==> src/rtl/cnn_pkg.sv <==
// Shared types, image geometry and the step-to-pixel mapping for the CNN frame
// sequencer.
package cnn_pkg;

    localparam int IMG_DIM     = 64;
    localparam int BLK         = 8;
    localparam int BLK_PER_ROW = IMG_DIM / BLK;
    localparam int NUM_UNITS   = BLK_PER_ROW * BLK_PER_ROW;
    localparam int NUM_STEPS   = IMG_DIM * IMG_DIM;
    localparam int UNIT_W      = $clog2(NUM_UNITS);
    localparam int OFF_W       = $clog2(BLK);
    localparam int BCOORD_W    = $clog2(BLK_PER_ROW);
    localparam int STEP_W      = 2 * $clog2(IMG_DIM);
    localparam int COORD_W     = $clog2(IMG_DIM) + 1;

    typedef enum logic [2:0] {IDLE, SCAN, DRAIN, FC_WAIT, DONE} state_t;

    typedef struct packed {
        logic [COORD_W-1:0] row;
        logic [COORD_W-1:0] col;
    } coord_t;

    // Low step bits pick the unit (block); the upper bits are the offset inside
    // the block, so every unit is visited before the offset advances.
    function automatic coord_t step_coord(input logic [STEP_W-1:0] s);
        logic [UNIT_W-1:0] u;
        logic [OFF_W-1:0]  ii;
        logic [OFF_W-1:0]  jj;
        coord_t            c;
        u     = s[UNIT_W-1:0];
        jj    = s[UNIT_W +: OFF_W];
        ii    = s[UNIT_W+OFF_W +: OFF_W];
        c.row = COORD_W'({u[UNIT_W-1 -: BCOORD_W], ii});
        c.col = COORD_W'({u[BCOORD_W-1:0], jj});
        return c;
    endfunction

endpackage

==> src/rtl/cnn_strobe_delay.sv <==
// PIPE_LAT-deep shift of {valid, unit}: turns each issue strobe into the matching
// accumulate strobe without recomputing the unit index.
module cnn_strobe_delay
    import cnn_pkg::*;
#(
    parameter int PIPE_LAT = 4
) (
    input  logic              clk,
    input  logic              rst,
    input  logic              clr,
    input  logic              in_vld,
    input  logic [UNIT_W-1:0] in_unit,
    output logic              out_vld,
    output logic [UNIT_W-1:0] out_unit
);

    logic [PIPE_LAT-1:0] vld_p;
    logic [UNIT_W-1:0]   unit_p [PIPE_LAT];

    // Only the valid bits need clearing; stale unit data is never qualified.
    always_ff @(posedge clk or posedge rst) begin
        if (rst) begin
            vld_p <= '0;
        end else if (clr) begin
            vld_p <= '0;
        end else begin
            vld_p[0] <= in_vld;
            for (int i = 1; i < PIPE_LAT; i++) begin
                vld_p[i] <= vld_p[i-1];
            end
        end
    end

    always_ff @(posedge clk) begin
        unit_p[0] <= in_unit;
        for (int i = 1; i < PIPE_LAT; i++) begin
            unit_p[i] <= unit_p[i-1];
        end
    end

    assign out_vld  = vld_p[PIPE_LAT-1];
    assign out_unit = unit_p[PIPE_LAT-1];

endmodule

==> src/rtl/cnn_scan_sequencer.sv <==
// Frame controller: scans the image step by step, routes each ALU result to its
// pooling unit, launches the FC layer and reports completion.
module cnn_scan_sequencer
    import cnn_pkg::*;
#(
    parameter int PIX_CYC  = 16,
    parameter int PIPE_LAT = 4
) (
    input  logic                 clk,
    input  logic                 rst,
    input  logic                 start,
    input  logic                 abort,
    input  logic                 fc_done,
    output logic [COORD_W-1:0]   row,
    output logic [COORD_W-1:0]   col,
    output logic                 iss_stb,
    output logic [UNIT_W-1:0]    unit_idx,
    output logic [NUM_UNITS-1:0] unit_en,
    output logic                 acc_stb,
    output logic                 fc_start,
    output logic                 busy,
    output logic                 done
);

    localparam int                CYC_W     = (PIX_CYC > 1) ? $clog2(PIX_CYC) : 1;
    localparam logic [CYC_W-1:0]  CYC_LAST  = CYC_W'(PIX_CYC - 1);
    localparam logic [STEP_W-1:0] STEP_LAST = STEP_W'(NUM_STEPS - 1);

    state_t            state;
    state_t            state_nxt;
    logic [CYC_W-1:0]  cyc;
    logic [STEP_W-1:0] step;
    coord_t            coord_nxt;
    logic              issue;
    logic              dly_vld;
    logic [UNIT_W-1:0] dly_unit;
    logic [UNIT_W-1:0] unit_hold;

    assign issue     = (state == SCAN) && (cyc == '0);
    assign coord_nxt = step_coord(step + 1'b1);

    always_ff @(posedge clk or posedge rst) begin
        if (rst) begin
            state <= IDLE;
        end else begin
            state <= state_nxt;
        end
    end

    // SCAN ends on the issue of the last step; since PIPE_LAT < PIX_CYC every
    // earlier result has already landed, so the first strobe seen in DRAIN is
    // the final one.
    always_comb begin
        state_nxt = state;
        if (abort) begin
            state_nxt = IDLE;
        end else begin
            case (state)
                IDLE:    if (start) state_nxt = SCAN;
                SCAN:    if (issue && (step == STEP_LAST)) state_nxt = DRAIN;
                DRAIN:   if (dly_vld) state_nxt = FC_WAIT;
                FC_WAIT: if (fc_done) state_nxt = DONE;
                DONE:    state_nxt = IDLE;
                default: state_nxt = IDLE;
            endcase
        end
    end

    always_comb begin
        iss_stb  = issue;
        acc_stb  = dly_vld;
        busy     = (state != IDLE);
        done     = (state == DONE);
        unit_idx = dly_vld ? dly_unit : unit_hold;
        unit_en  = '0;
        if (dly_vld) begin
            unit_en[dly_unit] = 1'b1;
        end
    end

    // Step/cycle counters; row/col load together with the step so they are
    // already valid on the issue cycle and hold for the rest of the step.
    always_ff @(posedge clk or posedge rst) begin
        if (rst) begin
            cyc  <= '0;
            step <= '0;
            row  <= '0;
            col  <= '0;
        end else if (abort || (state == IDLE)) begin
            cyc  <= '0;
            step <= '0;
            if (!abort && start) begin
                row <= '0;
                col <= '0;
            end
        end else if (state == SCAN) begin
            if (cyc == CYC_LAST) begin
                cyc  <= '0;
                step <= step + 1'b1;
                row  <= coord_nxt.row;
                col  <= coord_nxt.col;
            end else begin
                cyc <= cyc + 1'b1;
            end
        end
    end

    always_ff @(posedge clk or posedge rst) begin
        if (rst) begin
            unit_hold <= '0;
            fc_start  <= 1'b0;
        end else begin
            if (dly_vld) begin
                unit_hold <= dly_unit;
            end
            fc_start <= !abort && (state == DRAIN) && dly_vld;
        end
    end

    cnn_strobe_delay #(
        .PIPE_LAT (PIPE_LAT)
    ) u_strobe_delay (
        .clk      (clk),
        .rst      (rst),
        .clr      (abort),
        .in_vld   (issue),
        .in_unit  (step[UNIT_W-1:0]),
        .out_vld  (dly_vld),
        .out_unit (dly_unit)
    );

endmodule

==> config.mk <==
export PLATFORM = sky130hd
export DESIGN_NAME = cnn_scan_sequencer
export DESIGN_NICKNAME = d
export VERILOG_FILES = /design/src/rtl/cnn_pkg.sv /design/src/rtl/cnn_strobe_delay.sv /design/src/rtl/cnn_scan_sequencer.sv
export SDC_FILE = /design/constraint.sdc
export NUM_CORES = 1
export LEC_CHECK = 0
export ABC_AREA = 0
export CORE_MARGIN = 2
export CORE_UTILIZATION = 50
export DETAILED_ROUTE_END_ITERATION = 10
export PLACE_DENSITY = 0.95
export SKIP_CTS_REPAIR_TIMING = 1
export SYNTH_ARGS = -nofsm -noshare
export SYNTH_HDL_FRONTEND = slang
export SYNTH_HIERARCHICAL = 1
export SYNTH_SLANG_ARGS = --single-unit
==> constraint.sdc <==
create_clock -name clk -period 2.65 [get_ports clk]
set_input_delay 0.3975 -clock clk [delete_from_list [all_inputs] [get_ports clk]]
set_output_delay 0.3975 -clock clk [all_outputs]
set_load 0.005 [all_outputs]
==> impl_metrics.json <==
{
  "status": "completed",
  "clock.fmax_mhz": 395,
  "grt_pass1_wl_um": 11900,
  "diodes": 0,
  "dpl_worst_slack_ns": 0.416,
  "start_util_pct": 51.2,
  "maxCapViolCount": 0,
  "clock_tree.buffer_depth": 2,
  "detail_route.wl_per_cell_um": 15.8,
  "p_comb_share_pct": 4.5,
  "final_cell_count_no_fill": 489,
  "fin_setup_tns_ns": 0,
  "grt_start_max_net_pins": 37,
  "cts.root.buffer_cell": "clkbuf_8",
  "drtAntennaViolNets": 0,
  "finalCriticalPeriod_ns": 2.53,
  "synth-seq-cells": 66,
  "regArea_um2": 1530,
  "antenna_found_initial": 0,
  "dp_hpwl_um": 5690,
  "dr.pass1.iters": 4,
  "htreeDepth": 3,
  "drive_gt1_share_pct": 9.90,
  "nets": 417,
  "synth_edf_count": 0,
  "area_growth_pct": 38.6,
  "crit_path_start": "u_strobe_delay/vld_p[3]$_DFF_PP0_",
  "crit_fanout": 10,
  "grtUsageTotal_pct": 24.0,
  "path_clk_slew_ns": 0.07,
  "drtIter0Drc": 124,
  "seq_area_frac_synth_pct": 51.1,
  "synth_warnings": 6,
  "critPathTopFamily": "buffers and inverters",
  "synth.cell_area_um2": 2990,
  "rows": 28,
  "port_buffers": 91,
  "coreArea_um2": 5850,
  "cp.required_ns": 2.25,
  "min_period_over_period_pct": 95.4,
  "cp.arrival_ns": 2.13,
  "dp_cells": 473,
  "multi_input_area_um2": 1340,
  "gp_congestion": 0.870,
  "vias": 2627,
  "critical_path.startpoint_type": "register",
  "synthFlopType": "dfrtp_1",
  "cpPeakStageDelay_ns": 0.56,
  "p_sw_share_pct": 22.7,
  "critPathCaptureType": "output pin",
  "netSwitchingPower_w": 0.000449,
  "io_pins": 94,
  "finalHoldViolations": 0,
  "async_flop_share_pct": 63.6,
  "die_x_um": 81.4,
  "rsz0062_at_grt": "false",
  "crit_chain": "buf_4, nand4_1, nor2_1, clkdlybuf4s50_1",
  "finalWirelength_um": 7720,
  "pwr_density_cell_nw_per_um2": 477,
  "synth_cell_types": 43,
  "crit_type": "reg2out",
  "grt_overflow_total": 0,
  "drc": 0,
  "cp_slowest_cell": "clkdlybuf4s50_1",
  "grt_pass1_vias": 2553,
  "p_leak_nw": 1.61,
  "skew_ns": 0.00781,
  "dieArea_um2": 6620,
  "routed_via_density": 5.37,
  "peakVddDrop_v": 0.000427,
  "min_path_type": "in2async",
  "timing.final.ws_setup_ns": 0.121,
  "p_clk_share_pct": 44.5,
  "avgSynthCellArea_um2": 9.36,
  "setup_violations": 0,
  "rr_startpoint": "state[1]$_DFFE_PP0P_",
  "die_h_um": 81.4,
  "synthCells": 320,
  "cts_buffers": 9,
  "crit_buf_inv": 2,
  "p_seq_share_pct": 51.0,
  "fill_cells": 411,
  "cts_tree": "built",
  "clock_sinks": 66,
  "clkLatencyLatePin_ns": 0.35,
  "slew_viol_final": 0,
  "finalPower_w": 0.00198,
  "power.internal_w": 0.00153
}
layer usage:
layer | track usage, % | share of wire [%] | vias up
met3 | 6.00 | 7.2 | 20
met1 | 26.3 | 38 | 1235
met4 | 14.4 | 2.9 | 0
li1 | - | - | 1250
met2 | 41.6 | 52 | 122
met5 | 0 | 0 | -
flip-flops by register name (all words and copies together), names as in the netlist:
name	count
row	6
step	12
u_strobe_delay/vld_p	4
cyc	4
unit_hold	6
fc_start	1
state	3
u_strobe_delay/unit_p	24
col	6
per-stage QoR:
stage                     instance area [um^2]  hold WS [ns]  utilization (%)
after detailed placement                  3930         0.312             67.2
after global placement                    3930         0.310             67.2
after global routing                      4150         0.258             70.9
final                                     4150         0.241             70.9
after floorplan                           3000         0.164                -
after CTS                                 4140         0.233             70.8
worst reg2reg max path, stage by stage (launching register included):
cell	delay, ns
dfrtp_1	0.53
nor3b_4	0.44
nand2_4	0.14
nor2_1	0.39
buf_4	0.25
a22o_1	0.14
synth_stat cells (4+ instances only):
library cell	number	area share (%)
mux2_2	6	2.3
nor3_1	8	1.3
o21ai_0	7	1.2
dfxtp_1	24	16
inv_1	8	1.0
nor2b_1	7	1.5
buf_4	5	1.3
xnor2_1	11	3.2
clkbuf_1	8	1.0
nand3_1	15	2.5
a22o_1	12	3.5
and3_2	4	1.0
nor2_1	80	10
nand4_1	6	1.3
nand2_1	19	2.4
a21oi_1	10	1.7
dfrtp_1	42	35
xor2_1	5	1.5
area by class of cell:
| class | instances | area share, % |
|---|---|---|
| tap | 75 | 2.26 |
| timing repair buffer | 96 | 22.9 |
| sequential | 66 | 36.9 |
| multi-input combinational | 228 | 32.2 |
| inverter | 8 | 0.724 |
| clock buffer | 11 | 3.65 |
| clock inverter | 5 | 1.42 |
logic make-up (layout without fill, tap and decap cells):
family,after synthesis,count (layout),share of synthesized area [%]
muxes,8,8,2.93
adders and majority gates,3,3,1.25
DFF,66,66,51.1
AOI/OAI and AO/OA,34,34,7.77
and+or+nand+nor,165,165,27.5
xor gates and xnor gates,16,16,4.68
buffers and inverters,27,120,4.64
other,1,2,0.125
path summary, 6_finish.rpt:
| path | end | slack, ns | cells past startpoint |
|---|---|---|---|
| hold reg to reg | u_strobe_delay/unit_p[3][5]$_DFF_P_ | 0.33 | 0 |
| min in group clk | u_strobe_delay/unit_p[3][5]$_DFF_P_ | 0.33 | 0 |
| max in group asynchronous | step[6]$_DFFE_PP0P_ | 1.76 | 3 |
| setup / recovery | unit_en[63] | 0.12 | 4 |
| hold / removal | unit_hold[1]$_DFF_PP0_ | 0.24 | 2 |
| setup reg to reg | row[4]$_DFFE_PP0P_ | 0.70 | 5 |
power by group through the flow:
stage,clock network [W],registers (W),logic (W)
2_1_floorplan,0,0.00103,0.0000609
3_3_place_gp,0,0.00103,0.0000871
3_5_place_dp,0,0.00103,0.0000903
4_1_cts,0.000901,0.00101,0.0000907
5_1_grt,0.000941,0.00101,0.0000994
6_report,0.000881,0.00101,0.0000893
placed cells by master (no fill, tap or decap), types with 3 or more instances in the layout:
master / n
nor3b_1: 3
nor3_1: 8
dfrtp_1: 42
buf_4: 5
nor2_1: 80
nand3b_1: 3
and3_2: 4
a21oi_1: 10
xnor2_1: 11
nand4_1: 6
clkbuf_8: 11
dfxtp_1: 24
o21ai_0: 7
or3_1: 3
nand2_1: 19
nor2b_1: 6
or4_1: 3
mux2_2: 6
ha_1: 3
xor2_1: 5
clkdlybuf4s50_1: 91
a22o_1: 12
nand3_1: 15
inv_1: 8
nand2b_1: 3
Power figures use the tool's default switching activity.
